[src/rtl/btn_pkg.sv]
// Shared definitions for the button conditioner: per-channel FSM state encoding
// and default cycle counts for a 25 MHz clock.
package btn_pkg;

  localparam int unsigned DEF_NUM_BTN         = 5;
  localparam int unsigned DEF_DEBOUNCE_CYCLES = 250_000;     // 10 ms at 25 MHz
  localparam int unsigned DEF_LONG_CYCLES     = 25_000_000;  // 1 s at 25 MHz

  typedef enum logic [1:0] {
    ST_RELEASED     = 2'd0,
    ST_PRESS_PEND   = 2'd1,
    ST_PRESSED      = 2'd2,
    ST_RELEASE_PEND = 2'd3
  } btn_state_e;

endpackage

[src/rtl/btn_debounce_ch.sv]
// One button channel: 2-flop synchronizer, debounce FSM, edge pulses and an
// optional long-press detector (enabled by defining BTN_LONGPRESS_EN).
module btn_debounce_ch
  import btn_pkg::*;
#(
  parameter int unsigned DEBOUNCE_CYCLES = DEF_DEBOUNCE_CYCLES,
  parameter int unsigned LONG_CYCLES     = DEF_LONG_CYCLES
) (
  input  logic clk,
  input  logic reset,
  input  logic btn_n,
  output logic level,
  output logic press,
  output logic rel,
  output logic long_pulse
);

  localparam int unsigned CNT_W = $clog2(DEBOUNCE_CYCLES + 1);
  // The sample that enters a PEND state is the first of the required run, so
  // the pending counter only needs to reach DEBOUNCE_CYCLES-2.
  localparam bit              FAST    = (DEBOUNCE_CYCLES == 1);
  localparam logic [CNT_W-1:0] CNT_TGT =
    CNT_W'((DEBOUNCE_CYCLES >= 2) ? (DEBOUNCE_CYCLES - 2) : 0);

  logic             sync1;
  logic             sync2;
  logic             raw_pressed;
  btn_state_e       state;
  btn_state_e       state_next;
  logic [CNT_W-1:0] cnt;
  logic [CNT_W-1:0] cnt_next;
  logic             level_next;
  logic             press_next;
  logic             rel_next;

  assign raw_pressed = ~sync2;

  // Synchronizer; resets to the released (high) level.
  always_ff @(posedge clk) begin
    if (reset) begin
      sync1 <= 1'b1;
      sync2 <= 1'b1;
    end else begin
      sync1 <= btn_n;
      sync2 <= sync1;
    end
  end

  // FSM state and debounce counter.
  always_ff @(posedge clk) begin
    if (reset) begin
      state <= ST_RELEASED;
      cnt   <= '0;
    end else begin
      state <= state_next;
      cnt   <= cnt_next;
    end
  end

  always_comb begin
    state_next = state;
    cnt_next   = cnt;
    unique case (state)
      ST_RELEASED: begin
        if (raw_pressed) begin
          state_next = FAST ? ST_PRESSED : ST_PRESS_PEND;
          cnt_next   = '0;
        end
      end
      ST_PRESS_PEND: begin
        if (!raw_pressed) begin
          state_next = ST_RELEASED;
          cnt_next   = '0;
        end else if (cnt == CNT_TGT) begin
          state_next = ST_PRESSED;
          cnt_next   = '0;
        end else begin
          cnt_next = cnt + CNT_W'(1);
        end
      end
      ST_PRESSED: begin
        if (!raw_pressed) begin
          state_next = FAST ? ST_RELEASED : ST_RELEASE_PEND;
          cnt_next   = '0;
        end
      end
      ST_RELEASE_PEND: begin
        if (raw_pressed) begin
          state_next = ST_PRESSED;
          cnt_next   = '0;
        end else if (cnt == CNT_TGT) begin
          state_next = ST_RELEASED;
          cnt_next   = '0;
        end else begin
          cnt_next = cnt + CNT_W'(1);
        end
      end
      default: begin
        state_next = ST_RELEASED;
        cnt_next   = '0;
      end
    endcase
  end

  // Pulses fire only on accepted transitions; glitch returns never pulse.
  always_comb begin
    level_next = (state_next == ST_PRESSED) || (state_next == ST_RELEASE_PEND);
    press_next = (state_next == ST_PRESSED) &&
                 ((state == ST_PRESS_PEND) || (state == ST_RELEASED));
    rel_next   = (state_next == ST_RELEASED) &&
                 ((state == ST_RELEASE_PEND) || (state == ST_PRESSED));
  end

  always_ff @(posedge clk) begin
    if (reset) begin
      level <= 1'b0;
      press <= 1'b0;
      rel   <= 1'b0;
    end else begin
      level <= level_next;
      press <= press_next;
      rel   <= rel_next;
    end
  end

`ifdef BTN_LONGPRESS_EN
  localparam int unsigned       HOLD_W    = $clog2(LONG_CYCLES + 1);
  localparam logic [HOLD_W-1:0] HOLD_MAX  = HOLD_W'(LONG_CYCLES);
  localparam logic [HOLD_W-1:0] HOLD_FIRE = HOLD_W'(LONG_CYCLES - 1);

  logic [HOLD_W-1:0] hold;

  // Hold counter saturates at LONG_CYCLES so the pulse fires once per press.
  always_ff @(posedge clk) begin
    if (reset) begin
      hold       <= '0;
      long_pulse <= 1'b0;
    end else begin
      long_pulse <= (state == ST_PRESSED) && (hold == HOLD_FIRE);
      if (state != ST_PRESSED) begin
        hold <= '0;
      end else if (hold != HOLD_MAX) begin
        hold <= hold + HOLD_W'(1);
      end
    end
  end
`else
  assign long_pulse = 1'b0;
`endif

endmodule

[src/rtl/button_conditioner.sv]
// Debounced, edge-detected button inputs: NUM_BTN independent channels.
// Optional long-press pulses when BTN_LONGPRESS_EN is defined.
module button_conditioner
  import btn_pkg::*;
#(
  parameter int unsigned NUM_BTN         = DEF_NUM_BTN,
  parameter int unsigned DEBOUNCE_CYCLES = DEF_DEBOUNCE_CYCLES,
  parameter int unsigned LONG_CYCLES     = DEF_LONG_CYCLES
) (
  input  logic               clk,
  input  logic               reset,
  input  logic [NUM_BTN-1:0] btn_n,
  output logic [NUM_BTN-1:0] btn_level,
  output logic [NUM_BTN-1:0] btn_press,
  output logic [NUM_BTN-1:0] btn_release,
  output logic               any_press,
  output logic [NUM_BTN-1:0] btn_long
);

  for (genvar i = 0; i < int'(NUM_BTN); i++) begin : g_ch
    btn_debounce_ch #(
      .DEBOUNCE_CYCLES (DEBOUNCE_CYCLES),
      .LONG_CYCLES     (LONG_CYCLES)
    ) u_ch (
      .clk        (clk),
      .reset      (reset),
      .btn_n      (btn_n[i]),
      .level      (btn_level[i]),
      .press      (btn_press[i]),
      .rel        (btn_release[i]),
      .long_pulse (btn_long[i])
    );
  end

  assign any_press = |btn_press;

endmodule

[config.mk]
export PLATFORM = sky130hd
export DESIGN_NAME = button_conditioner
export DESIGN_NICKNAME = d
export VERILOG_FILES = /design/src/rtl/btn_pkg.sv /design/src/rtl/btn_debounce_ch.sv /design/src/rtl/button_conditioner.sv
export SDC_FILE = /design/constraint.sdc
export NUM_CORES = 1
export LEC_CHECK = 0
export ABC_AREA = 1
export CAP_MARGIN = 20
export CORE_MARGIN = 1.5
export CORE_UTILIZATION = 60
export DETAILED_ROUTE_END_ITERATION = 16
export HOLD_SLACK_MARGIN = 0.1
export PLACE_DENSITY = 0.81
export SLEW_MARGIN = 20
export SYNTH_ARGS = -nofsm -noshare
export SYNTH_HDL_FRONTEND = slang
export SYNTH_SLANG_ARGS = --single-unit
export TNS_END_PERCENT = 20
[constraint.sdc]
create_clock -name clk -period 2.6 [get_ports clk]
set_clock_uncertainty 0.1 [all_clocks]
set_input_delay 0.39 -clock clk [delete_from_list [all_inputs] [get_ports clk]]
set_output_delay 0.39 -clock clk [all_outputs]
set_load 0.05 [all_outputs]
==> results of run 1 <==
==> layer usage <==
layer	GRT usage [%]	wire, um	vias up
met5	0	0	-
met4	8.27	183	0
met3	6.81	616	24
met2	39.0	6020	126
met1	31.8	6610	2574
li1	-	-	3085
==> flip-flops by register name, indices dropped and copies added, names as in the netlist <==
signal,flops
g_ch.u_ch.sync1,5
g_ch.u_ch.level,5
g_ch.u_ch.state,10
g_ch.u_ch.press,5
g_ch.u_ch.rel,5
g_ch.u_ch.sync2,5
g_ch.u_ch.cnt,90
==> synth_stat cells, drive strengths merged <==
master / count / area [um^2]
a21oi: 42 / 210
clkbuf: 7 / 27.5
nand2: 248 / 1000
conb: 1 / 3.75
xor2: 25 / 219
buf: 31 / 249
o211ai: 1 / 7.51
o21bai: 8 / 60.1
nor4: 4 / 25.0
dfxtp: 125 / 2500
xnor2: 7 / 61.3
nor3: 19 / 120
nand3b: 8 / 60.1
nor3b: 1 / 7.51
o21a: 1 / 7.51
nor2: 188 / 826
nand4: 18 / 113
and3: 1 / 6.26
a21boi: 1 / 7.51
ha: 10 / 125
inv: 124 / 465
nand3: 77 / 400
or2: 11 / 68.8
o21ai: 26 / 130
==> critical path: cells and delay by family, from the launching register on <==
kind,cells,cell delay [ps]
buf+inv,1,700
flops,1,310
simple gates,2,290
==> worst min-delay path by stage <==
stage	end	from	slack (ps)
finish	g_ch[1].u_ch.sync1	btn_n[1]	310
global placement	g_ch[3].u_ch.sync2	g_ch[3].u_ch.sync1	290
CTS	g_ch[1].u_ch.sync1	btn_n[1]	290
detailed placement	g_ch[3].u_ch.sync2	g_ch[3].u_ch.sync1	300
global route	g_ch[2].u_ch.sync1	btn_n[2]	320
floorplan	g_ch[0].u_ch.sync2	g_ch[0].u_ch.sync1	290
==> layout make-up <==
| class | instances | area (um^2) | share of cell area (%) |
|---|---|---|---|
| inverters | 124 | 465 | 6.27 |
| clock inverters | 15 | 151 | 2.04 |
| repair buffers | 24 | 235 | 3.17 |
| flip-flops and latches | 125 | 2500 | 33.7 |
| clock buffers | 17 | 414 | 5.58 |
| well taps | 140 | 175 | 2.36 |
| multi-input cells | 701 | 3480 | 46.9 |
==> metrics by stage <==
step	total power, mW	area [um^2]	util [%]
after global placement	2.11	6860	63.0
after floorplan	2.10	6720	-
final	4.33	7420	68.2
after global routing	4.47	7420	68.2
after CTS	4.37	7420	68.2
after detailed placement	2.12	6860	63.0
==> kinds of logic (layout without fill, tap and decap cells) <==
logic type               count (synthesis)  in the layout  synth area share (%)
AO/OA/AOI/OAI                           79             79                  6.31
XOR/XNOR                                32             32                  4.18
adder cells (fa/ha/maj)                 10             10                  1.87
buffers and inverters                  162            180                  11.1
flip-flops                             125            125                  37.3
other                                    1              5                0.0559
AND/OR/NAND/NOR                        575            575                  39.2
==> cells in the final DEF, fill, tap and decap left out, types with 21 or more instances in the layout <==
master | synthesis | routed
nand2_1 | 231 | 231
nor2_1 | 158 | 158
dfxtp_1 | 125 | 125
inv_1 | 113 | 113
nand3_1 | 74 | 74
a21oi_1 | 42 | 42
xor2_1 | 25 | 25
clkdlybuf4s50_1 | 0 | 22
nor2_2 | 21 | 21
o21ai_0 | 21 | 21
==> power by group <==
group	leakage [nW]	internal (mW)	switching, mW	total, mW
clock	0.274	1.30	0.958	2.26
sequential	1.01	1.93	0.00735	1.93
combinational	1.52	0.0359	0.104	0.140
total	2.80	3.26	1.07	4.33
==> results.py, run 1 <==
metrics = {
    "run_status": {
        "status": "complete, no violations",
    },
    "timing": {
        "finalSetupTns_ps": 0,
        "rsz0062_at_grt": "no",
        "setup_viol": 0,
        "worst_slew_pin_slew_ps": 862,
        "max_freq_mhz": 430,
        "finalCriticalPeriod_ps": 2330,
        "period_share_pct": 89.5,
        "drv_slew": 0,
        "worst_slack_ps": 273,
        "finalHoldViolCount": 0,
        "hold_ws_ps": 310,
        "slew_headroom_pct": 42.3,
    },
    "global_routing": {
        "track_usage_pct": 24.4,
        "antenna_found_initial": 0,
        "grt_max_degree": 42,
        "grt_pass1_wl_mm": 23.0,
        "grt_pass1_vias": 5246,
        "grt_overflow": 0,
    },
    "clock_tree": {
        "holdBufCountCts": 0,
        "cts_buffer_depth": 2,
        "cts.sinks": 125,
        "htreeDepth": 4,
        "clk_latency_ps": 540,
        "cts_tree": "done",
        "clockRootBuffer": "clkbuf_8",
        "cts_resized": 0,
        "clk_pin_slew_ps": 60,
        "post_cts_buffers": 0,
        "cts_buffers": 17,
    },
    "critical_path": {
        "criticalPathCategory": "flop to output pin",
        "critPathMaxStageDelay_ps": 700,
        "cp-end-kind": "output pin",
        "crit_fanout": 2,
        "crit_chain": "nor3_1, nand2_1, clkdlybuf4s50_1",
        "cp.arrival_ps": 1840,
        "cp-startpoint": "g_ch[3].u_ch.press",
        "worstReg2RegStart": "g_ch[1].u_ch.sync2",
        "rr_worst_depth": 7,
        "r2r-end": "g_ch[1].u_ch.cnt[13]",
        "cp.required_ps": 2110,
        "worstSetupEndpoint": "any_press",
        "slowest_stage": "clkdlybuf4s50_1",
        "cp-start-kind": "flop",
        "reg2reg_slack_ps": 400,
    },
    "synthesis": {
        "synth_area_um2": 6710,
        "ys_types": 37,
        "yosys_register_bits": 125,
        "ys_warn_count": 0,
        "syn_area_per_cell_um2": 6.82,
        "syn-instance-count": 984,
        "seq_area_frac_synth_pct": 37.3,
    },
    "hold_path": {
        "hold_path_depth": 2,
        "hold_class": "primary input to flop",
    },
    "final_layout": {
        "fillers": 924,
        "drive_gt1_share_pct": 10.9,
        "area_delta_synth_final_pct": 10.7,
        "fin_nets": 1010,
        "finalNonFillerCells": 1146,
        "antenna_cells": 0,
    },
    "placement": {
        "globalplace.congestion": 0.935,
        "post-place-ws_ps": 502,
        "placedCellCount": 1114,
        "numPortBuffers": 22,
        "dp_hpwl_mm": 9.43,
    },
    "die": {
        "die_area_um2": 11800,
        "boundaryPins": 28,
        "die_w_um": 109,
        "initial_core_util_pct": 61.6,
        "fp.coreArea_um2": 10900,
        "rows": 38,
        "die_h_um": 109,
    },
    "power": {
        "ir_drop_v": 0.000722,
        "p_leak_nw": 2.80,
        "p_per_area_nw_per_um2": 584,
    },
    "route": {
        "ant_nets": 0,
        "vias": 5809,
        "drc": 0,
        "post_drt_wl_per_cell_um": 11.7,
        "dr.pass1.iters": 6,
        "drt_wl_total_mm": 13.4,
        "via_per_inst": 5.07,
        "drt_iter0_drc": 459,
    },
    "flow_run": {
        "drv_cap": 0,
    },
}
(Power assumes the default switching activity.)
==> run 2: changes to the inputs <==
ABC_AREA = default   (was 1)
REMOVE_ABC_BUFFERS = 1   (was default)
==> results.py, run 2 <==
metrics = {
    "run_status": {
        "status": "complete, no violations",
    },
    "critical_path": {
        "r2r-end": "g_ch[2].u_ch.cnt[14]",
        "worstReg2RegStart": "g_ch[2].u_ch.cnt[5]",
        "reg2reg_slack_ps": 180,
        "crit_fanout": 5,
        "cp-start-kind": "flop",
        "rr_worst_depth": 5,
        "cp.arrival_ps": 2700,
        "cp-end-kind": "flop",
        "criticalPathCategory": "flop to flop",
        "cp.required_ps": 2880,
    },
    "route": {
        "vias": 5242,
        "drt_iter0_drc": 271,
        "drt_wl_total_mm": 13.4,
        "via_per_inst": 6.02,
        "ant_nets": 0,
        "post_drt_wl_per_cell_um": 15.4,
        "drc": 0,
        "dr.pass1.iters": 5,
    },
    "timing": {
        "worst_slew_pin_slew_ps": 826,
        "finalHoldViolCount": 0,
        "max_freq_mhz": 413,
        "worst_slack_ps": 178,
        "rsz0062_at_grt": "no",
        "finalSetupTns_ps": 0,
        "period_share_pct": 93.1,
        "finalCriticalPeriod_ps": 2420,
        "setup_viol": 0,
        "slew_headroom_pct": 44.5,
        "drv_slew": 0,
    },
    "flow_run": {
        "drv_cap": 0,
    },
    "final_layout": {
        "fin_nets": 742,
        "drive_gt1_share_pct": 8.54,
        "regMostFlops": "g_ch.u_ch.cnt",
        "layout_common_cells": "125 x dfxtp_1, 79 x nor2_1, 76 x nand2_1",
        "stdcell_area_um2": 6860,
        "fillers": 748,
        "layout_commonest_cell": "dfxtp_1",
        "area_delta_synth_final_pct": 14.4,
        "top_regs": "g_ch.u_ch.cnt x90, g_ch.u_ch.state x10",
        "antenna_cells": 0,
        "largest_reg_flops": 90,
    },
    "power": {
        "ir_drop_v": 0.000492,
        "p_per_area_nw_per_um2": 675,
        "p_switching_uw": 921,
        "switching_share_pct": 19.9,
        "p_leak_nw": 2.43,
        "p_clk_share_pct": 55.6,
        "p_int_mw": 3.71,
        "pwr-share-comb_pct": 2.6,
        "power_mw": 4.63,
        "p_seq_share_pct": 41.8,
    },
    "clock_tree": {
        "cts_tree": "done",
        "cts.sinks": 125,
        "htreeDepth": 4,
        "cts_buffers": 17,
        "cts_buffer_depth": 2,
        "clk_pin_slew_ps": 60,
        "clk_latency_ps": 510,
        "clockRootBuffer": "clkbuf_8",
        "post_cts_buffers": 0,
    },
    "placement": {
        "numPortBuffers": 22,
        "globalplace.congestion": 0.831,
        "dp_hpwl_mm": 8.94,
        "placed_area_um2": 6190,
        "post-place-ws_ps": 134,
    },
    "synthesis": {
        "ys_types": 55,
        "synthFlopType": "dfxtp_1",
        "async_flop_share_pct": 0,
        "seq_area_frac_synth_pct": 41.8,
        "syn_area_per_cell_um2": 8.34,
        "syn-instance-count": 719,
        "ys_warn_count": 0,
        "synth_edf_count": 0,
        "synth_area_um2": 5990,
        "yosysTopAreaCell": "dfxtp_1",
        "yosys_register_bits": 125,
        "synthTopCellsByCount": "125 x dfxtp_1, 79 x nor2_1, 76 x nand2_1",
        "synth_most_common_cell": "dfxtp_1",
        "yosys.area.top_type_share_pct": 41.8,
        "synth_area_leaders": "dfxtp_1 42%, nor2_1 4.9%, nand2_1 4.8%",
    },
    "global_routing": {
        "grt_max_degree": 27,
        "grt_pass1_vias": 4975,
        "track_usage_pct": 26.7,
        "antenna_found_initial": 0,
        "grt_overflow": 0,
        "grt_pass1_wl_mm": 22.3,
    },
    "die": {
        "fp.coreArea_um2": 9730,
        "die_h_um": 103,
        "initial_core_util_pct": 61.6,
        "rows": 36,
        "die_w_um": 103,
        "boundaryPins": 28,
        "die_area_um2": 10600,
    },
    "hold_path": {
        "min_to": "g_ch[3].u_ch.cnt[1]",
        "hold_class": "primary input to flop",
        "hold_start": "reset",
        "hold_path_depth": 2,
    },
}
run 2: kinds of logic after synthesis:
family	count (synthesis)	share of synthesized area, %
compound gates	132	14.2
mux	5	0.835
flops	125	41.8
buf+inv	69	5.91
fa+ha+maj	10	2.09
other cells	1	0.0626
xor+xnor	35	5.11
simple gates	342	30.0
run 2: what timing repair did:
action | in CTS | in global routing
gates resized for setup | 0 | 1
endpoints found under the setup margin | 0 | 1
endpoints found under the hold margin | 0 | 0
hold buffers | 0 | 0
run 2: worst max path at each step:
stage                     slack (ps)              endpoint  depth (start not counted)                  start
after floorplan                 -220   g_ch[1].u_ch.cnt[5]                          7    g_ch[1].u_ch.cnt[0]
final                            180  g_ch[2].u_ch.cnt[14]                          5    g_ch[2].u_ch.cnt[5]
after CTS                         80   g_ch[3].u_ch.cnt[5]                          7    g_ch[3].u_ch.cnt[0]
after global placement           270   g_ch[3].u_ch.cnt[5]                          7    g_ch[3].u_ch.cnt[0]
after detailed placement         130   g_ch[3].u_ch.cnt[5]                          7    g_ch[3].u_ch.cnt[0]
after global routing              60   g_ch[0].u_ch.cnt[8]                          5  g_ch[0].u_ch.state[1]
run 2: cell type report:
type,instances,area (um^2),share of cell area [%]
Inverter,22,82.6,1.20
Clock inverter,11,215,3.14
Clock buffer,21,429,6.26
Multi-Input combinational cell,529,3180,46.5
Sequential cell,125,2500,36.5
Tap cell,133,166,2.43
Timing Repair Buffer,30,275,4.02
run 2: metal layers:
layer / up-vias / track usage [%] / wire length [um] / share of wire (%)
met5: - / 0 / 0 / 0
met4: 0 / 11.1 / 278 / 2.1
met3: 24 / 6.64 / 645 / 4.8
met2: 181 / 46.9 / 6710 / 50
met1: 2460 / 31.1 / 5730 / 43
li1: 2577 / - / - / -
run 2: critical path, stage by stage (launching register included):
cell     delay (ps)
dfxtp_1         330
or4b_2          680
nor3_1          430
a21oi_1         210
o21ai_1         400
nor2_1          130
run 2: power by group through the flow:
stage / combinational (mW) / clock (mW) / sequential (mW)
detailed placement: 0.118 / 0 / 1.98
global route: 0.134 / 2.69 / 1.94
floorplan: 0.0705 / 0 / 1.97
global placement: 0.115 / 0 / 1.98
CTS: 0.120 / 2.60 / 1.93
finish: 0.123 / 2.57 / 1.94
run 2: through the flow:
stage          hold slack (ps)  instances  util (%)
6_report                   229        871      70.5
2_1_floorplan              289        676         -
4_1_cts                    172        871      70.2
3_5_place_dp               297        839      63.6
5_1_grt                    230        871      70.5
3_3_place_gp               291        839      63.6
